<file path="src/rtl/bfp_stage_scaler_ctrl.sv">
// Block-floating-point scaling controller: tracks max sample bit width per pass and sets the next pass's right-shift.
// Latency: load_done/stage_done at edge k -> stage_go during cycle k+2; last stage_done at edge k -> done during cycle k+2.
// Backpressure: none; pulses that arrive in the wrong state are dropped and raise the sticky err flag.
module bfp_stage_scaler_ctrl #(
    parameter int FFT_LENGTH_LOG2 = 10,
    parameter int FFT_DW          = 16,
    parameter int FFT_BFPDW       = 5,
    parameter int TARGET_BW       = FFT_DW - 2,
    parameter int EXP_DW          = 8
) (
    input  logic                                 clk,
    input  logic                                 rst,
    input  logic                                 run_start,
    input  logic                                 load_done,
    input  logic                                 stage_done,
    input  logic                                 bw_valid,
    input  logic [FFT_BFPDW-1:0]                 bw_in,
    output logic                                 stage_go,
    output logic [$clog2(FFT_LENGTH_LOG2+1)-1:0] stage_idx,
    output logic [FFT_BFPDW-1:0]                 shift_out,
    output logic                                 busy,
    output logic                                 done,
    output logic [EXP_DW-1:0]                    exponent,
    output logic                                 err
);

    localparam int IDXW = $clog2(FFT_LENGTH_LOG2 + 1);
    localparam int SUMW = EXP_DW + FFT_BFPDW + 1;

    localparam logic [2:0] S_IDLE  = 3'd0;
    localparam logic [2:0] S_LOAD  = 3'd1;
    localparam logic [2:0] S_CLOSE = 3'd2;
    localparam logic [2:0] S_RUN   = 3'd3;
    localparam logic [2:0] S_FIN   = 3'd4;

    localparam logic [IDXW-1:0]      LAST_IDX  = IDXW'(FFT_LENGTH_LOG2);
    localparam logic [FFT_BFPDW-1:0] BW_CLAMP  = FFT_BFPDW'(FFT_DW);
    localparam logic [FFT_BFPDW-1:0] BW_TARGET = FFT_BFPDW'(TARGET_BW);
    localparam logic [SUMW-1:0]      ACC_MAX   = {{(SUMW-EXP_DW){1'b0}}, {EXP_DW{1'b1}}};

    logic [2:0]           state;
    logic [FFT_BFPDW-1:0] max_bw;
    logic [IDXW-1:0]      next_idx;
    logic [EXP_DW-1:0]    acc;

    logic [FFT_BFPDW-1:0] bw_clamped;
    logic [FFT_BFPDW-1:0] shift_calc;
    logic [SUMW-1:0]      acc_sum;
    logic [EXP_DW-1:0]    acc_next;
    logic                 sample_ok;
    logic                 start_ok;
    logic                 proto_err;

    // Clamp, shift, saturating accumulate and protocol-error decode.
    always_comb begin
        bw_clamped = (bw_in > BW_CLAMP) ? BW_CLAMP : bw_in;
        shift_calc = (max_bw > BW_TARGET) ? (max_bw - BW_TARGET) : '0;
        acc_sum    = SUMW'(acc) + SUMW'(shift_calc);
        acc_next   = (acc_sum > ACC_MAX) ? {EXP_DW{1'b1}} : acc_sum[EXP_DW-1:0];
        // The unload pass (index N) produces no butterfly input, so its widths are not collected.
        sample_ok  = (state == S_LOAD) || ((state == S_RUN) && (stage_idx != LAST_IDX));
        start_ok   = run_start && (state == S_IDLE);
        proto_err  = (bw_valid && ((state == S_IDLE) || (state == S_CLOSE) || (state == S_FIN)))
                   | (load_done  && (state != S_LOAD))
                   | (stage_done && (state != S_RUN))
                   | (run_start  && (state != S_IDLE));
    end

    // Pass sequencing, running max, exponent accumulation and output registers.
    always_ff @(posedge clk) begin
        if (rst) begin
            state     <= S_IDLE;
            max_bw    <= '0;
            next_idx  <= '0;
            acc       <= '0;
            stage_go  <= 1'b0;
            stage_idx <= '0;
            shift_out <= '0;
            busy      <= 1'b0;
            done      <= 1'b0;
            exponent  <= '0;
            err       <= 1'b0;
        end else begin
            stage_go <= 1'b0;
            done     <= 1'b0;
            err      <= (start_ok ? 1'b0 : err) | proto_err;

            // A sample coinciding with the closing pulse still lands here and is seen by CLOSE.
            if (bw_valid && sample_ok && (bw_clamped > max_bw)) begin
                max_bw <= bw_clamped;
            end

            case (state)
                S_IDLE: begin
                    if (run_start) begin
                        state    <= S_LOAD;
                        max_bw   <= '0;
                        acc      <= '0;
                        next_idx <= '0;
                        busy     <= 1'b1;
                    end
                end
                S_LOAD: begin
                    if (load_done) begin
                        next_idx <= '0;
                        state    <= S_CLOSE;
                    end
                end
                S_CLOSE: begin
                    shift_out <= shift_calc;
                    stage_idx <= next_idx;
                    stage_go  <= 1'b1;
                    acc       <= acc_next;
                    max_bw    <= '0;
                    state     <= S_RUN;
                end
                S_RUN: begin
                    if (stage_done) begin
                        if (stage_idx == LAST_IDX) begin
                            state <= S_FIN;
                        end else begin
                            next_idx <= stage_idx + 1'b1;
                            state    <= S_CLOSE;
                        end
                    end
                end
                S_FIN: begin
                    exponent <= acc;
                    done     <= 1'b1;
                    busy     <= 1'b0;
                    state    <= S_IDLE;
                end
                default: begin
                    state <= S_IDLE;
                end
            endcase
        end
    end

endmodule
</file>
<file path="config.mk">
export PLATFORM = sky130hd
export DESIGN_NAME = bfp_stage_scaler_ctrl
export DESIGN_NICKNAME = d
export VERILOG_FILES = /design/src/rtl/bfp_stage_scaler_ctrl.sv
export SDC_FILE = /design/constraint.sdc
export NUM_CORES = 1
export LEC_CHECK = 0
export CELL_PAD_IN_SITES_DETAIL_PLACEMENT = 0
export CELL_PAD_IN_SITES_GLOBAL_PLACEMENT = 2
export CORE_ASPECT_RATIO = 1.2
export CORE_MARGIN = 3
export CORE_UTILIZATION = 34
export CTS_CLUSTER_DIAMETER = 100
export CTS_CLUSTER_SIZE = 14
export DETAILED_ROUTE_END_ITERATION = 10
export MAX_ROUTING_LAYER = met4
export PLACE_DENSITY_LB_ADDON = 0.1
export SYNTH_ARGS = -nofsm -noshare
export SYNTH_HDL_FRONTEND = slang
export SYNTH_SLANG_ARGS = --single-unit
</file>
<file path="constraint.sdc">
create_clock -name clk -period 5.5 [get_ports clk]
set_input_delay 0.55 -clock clk [delete_from_list [all_inputs] [get_ports clk]]
set_output_delay 0.55 -clock clk [all_outputs]
set_load 0.05 [all_outputs]
</file>
==> impl_results.md <==
* Fmax at 0.395 GHz
* CP startpoint: max_bw[1]
* Resized Gates After CTS at 0
* Worst R2R Start: max_bw[1]
* Number of fill cells in the layout at 605
* Place WS at 2.78 ns
* WL final at 5.06 mm
* CP Class: reg -> reg
* Yosys cell types at 48
* First-pass GRT wire length at 8.70 mm
* WHS at 0.451 ns
* Worst setup margin at 2.97 ns
* Clock latency at the later pin of the worst-skew pair at 0.30 ns
* Worst vdd ir at 0.143 mV
* Worst Path Required at 5.74 ns
* Placeable Area at 5860 sq um
* Max-Cap Viols at 0
* Sequential fraction of the synthesis area at 38.7%
* Average size of a mapped cell at 8.51 sq um
* DIE AREA at 7220 sq um
* Worst-margin pin slew at 0.619 ns
* Leakage power at 0.932 nW
* Synth Flop Type: dfxtp_1
* Vert. Die Dim at 92.5 um
* Via Count at 1777
* Worst setup SP type: register
* Final setup viols at 0
* CP Max Fanout at 6
* Most numerous cell on the critical path: ha_1
* Clock-pin transition on the worst setup and hold timing paths at 0.09 ns
* Total power at 0.676 mW
* EDFF count, synth at 0
* Antenna Nets Post-Route at 0
* DRC at 0
* Initial antenna violation count at 0
* CP arrival at 2.77 ns
* Setup_tns at 0 ns
* Most frequent cells in the layout: nand2_1, dfxtp_1, clkdlybuf4s50_1, a21oi_1, nor2_1
* Via-per-instance ratio at 4.91
* DP Wirelength at 3.79 mm
* CTS H-tree depth at 2
* Number of post-CTS setup repair buffers at 0
* RSZ-0062 raised after global routing: false
* Status: finished clean
* Hold_buf cts at 0
* Final hold vios at 0
* Instance count of the mapped netlist at 249
* Mapped cell area at 2120 sq um
* GP Congestion at 0.756
* Drt initial violations at 91
* Worst hold start: next_idx[2]
* Slew HR at 58.5%
* Starting density of the core at 36.2%
* Share of cells above drive strength 1 at 7.45%
* DRT Pass-1 Iters at 4
* Clock Skew at 0.0110 ns
* Area Overhead vs Synth at 24.8%
* Asr flop ratio synth at 0%
* Synthesis-stage register bit count at 41
* PD cells at 256 nW/um^2
* Vias in the first global route at 1819
* R2r worst-path depth at 11
* Worst hold stages at 2
* CTS max path bufs at 2
* Largest net degree at the start of global routing at 31
* YS warnings at 0
* CP cell instances: ha_1 > a31oi_1 > nor2_1 > ha_1 > inv_1 > fa_1 > nor2b_1 > o31a_1 > o2111ai_2 > o21ai_0 > o2bb2ai_1
* Slew Viols, Final at 0
* Clock tree root buffer cell: clkbuf_8
* Worst min-delay path class: reg -> reg
* CP max stage delay at 0.41 ns
* CTS tree: yes
* Die Width at 78.1 um
* Diode count at 0
* Port bufs at 31
* Mapped Nets at 274
* Final min period at 2.53 ns
* WL per Instance at 14.0 um
* Slowest-stage cell, CP: dfxtp_1
* Core Rows at 30
* Total clock sinks at 41
* Post-route clock period utilization at 46.1%
* Total track usage at 15.6%
* Final layout net count at 306
* TritonCTS buffer count at 5
* Congestion Overflow GR at 0
* Ports at 32
* CP endpoint kind: register
## critical path: cells and delay by family, from the launching register on
| kind | cells | cell delay (ns) |
|---|---|---|
| simple gates | 2 | 0.37 |
| buf+inv | 1 | 0.06 |
| fa+ha+maj | 3 | 0.83 |
| flops | 1 | 0.41 |
| compound gates | 5 | 0.81 |
## state kept, by name, indices dropped and copies added, names as in the netlist
name       flops
state          3
stage_go       1
done           1
shift_out      5
acc            8
err            1
next_idx       4
stage_idx      4
max_bw         5
exponent       8
busy           1
## final timing paths
kind                            slack, ns            to
worst max-delay path                 2.97        acc[5]
worst min-delay path                 0.45  stage_idx[2]
worst max register to register       2.97        acc[5]
worst min register to register       0.45  stage_idx[2]
## report_power, final
part	switching (mW)	total, mW	internal [mW]
registers	0.00607	0.307	0.301
clock network	0.115	0.297	0.183
logic	0.0429	0.0719	0.0290
total	0.163	0.676	0.512
## cell families after synthesis
kind of cell,Yosys count,synth area share (%)
simple gates,96,22.4
compound gates,69,21.8
flops,41,38.7
buf+inv,20,4.08
fa+ha+maj,14,8.62
mux,6,3.13
xor+xnor,3,1.24
## routing by layer
layer	share of wire [%]	track usage, %
met1	48	18.4
met2	47	26.1
met3	3.0	2.72
met4	1.9	6.56
met5	0	-
## synth_stat cells (5+ instances only)
| cell type | number | share of area [%] |
|---|---|---|
| nand3_1 | 8 | 1.9 |
| nand2_1 | 41 | 7.3 |
| dfxtp_1 | 41 | 39 |
| a21oi_1 | 29 | 6.9 |
| inv_1 | 10 | 1.8 |
| nor2b_1 | 12 | 3.5 |
| o31ai_1 | 5 | 1.8 |
| ha_1 | 13 | 7.7 |
| mux2_1 | 5 | 2.7 |
| nor2_1 | 15 | 2.7 |
| o21ai_0 | 5 | 1.2 |
| o21ai_1 | 5 | 1.2 |
| a22o_1 | 5 | 2.1 |
| nor3_1 | 5 | 1.2 |
## cell type report
| type | count | area (sq um) | share of cell area [%] |
|---|---|---|---|
| repair buffers | 34 | 333 | 12.6 |
| flip-flops and latches | 41 | 821 | 31.0 |
| inverters | 11 | 41.3 | 1.56 |
| multi-input cells | 188 | 1210 | 45.8 |
| clock buffers | 5 | 68.8 | 2.60 |
| clock inverters | 3 | 68.8 | 2.60 |
| well taps | 80 | 100 | 3.79 |
## per-stage QoR
| step | utilization (%) | instances | instance area (sq um) |
|---|---|---|---|
| floorplan | - | 249 | 2120 |
| global placement | 42.8 | 354 | 2510 |
| detailed placement | 42.8 | 354 | 2510 |
| CTS | 45.1 | 362 | 2640 |
| global route | 45.1 | 362 | 2640 |
| finish | 45.1 | 362 | 2640 |
(Power assumes the default switching activity.)
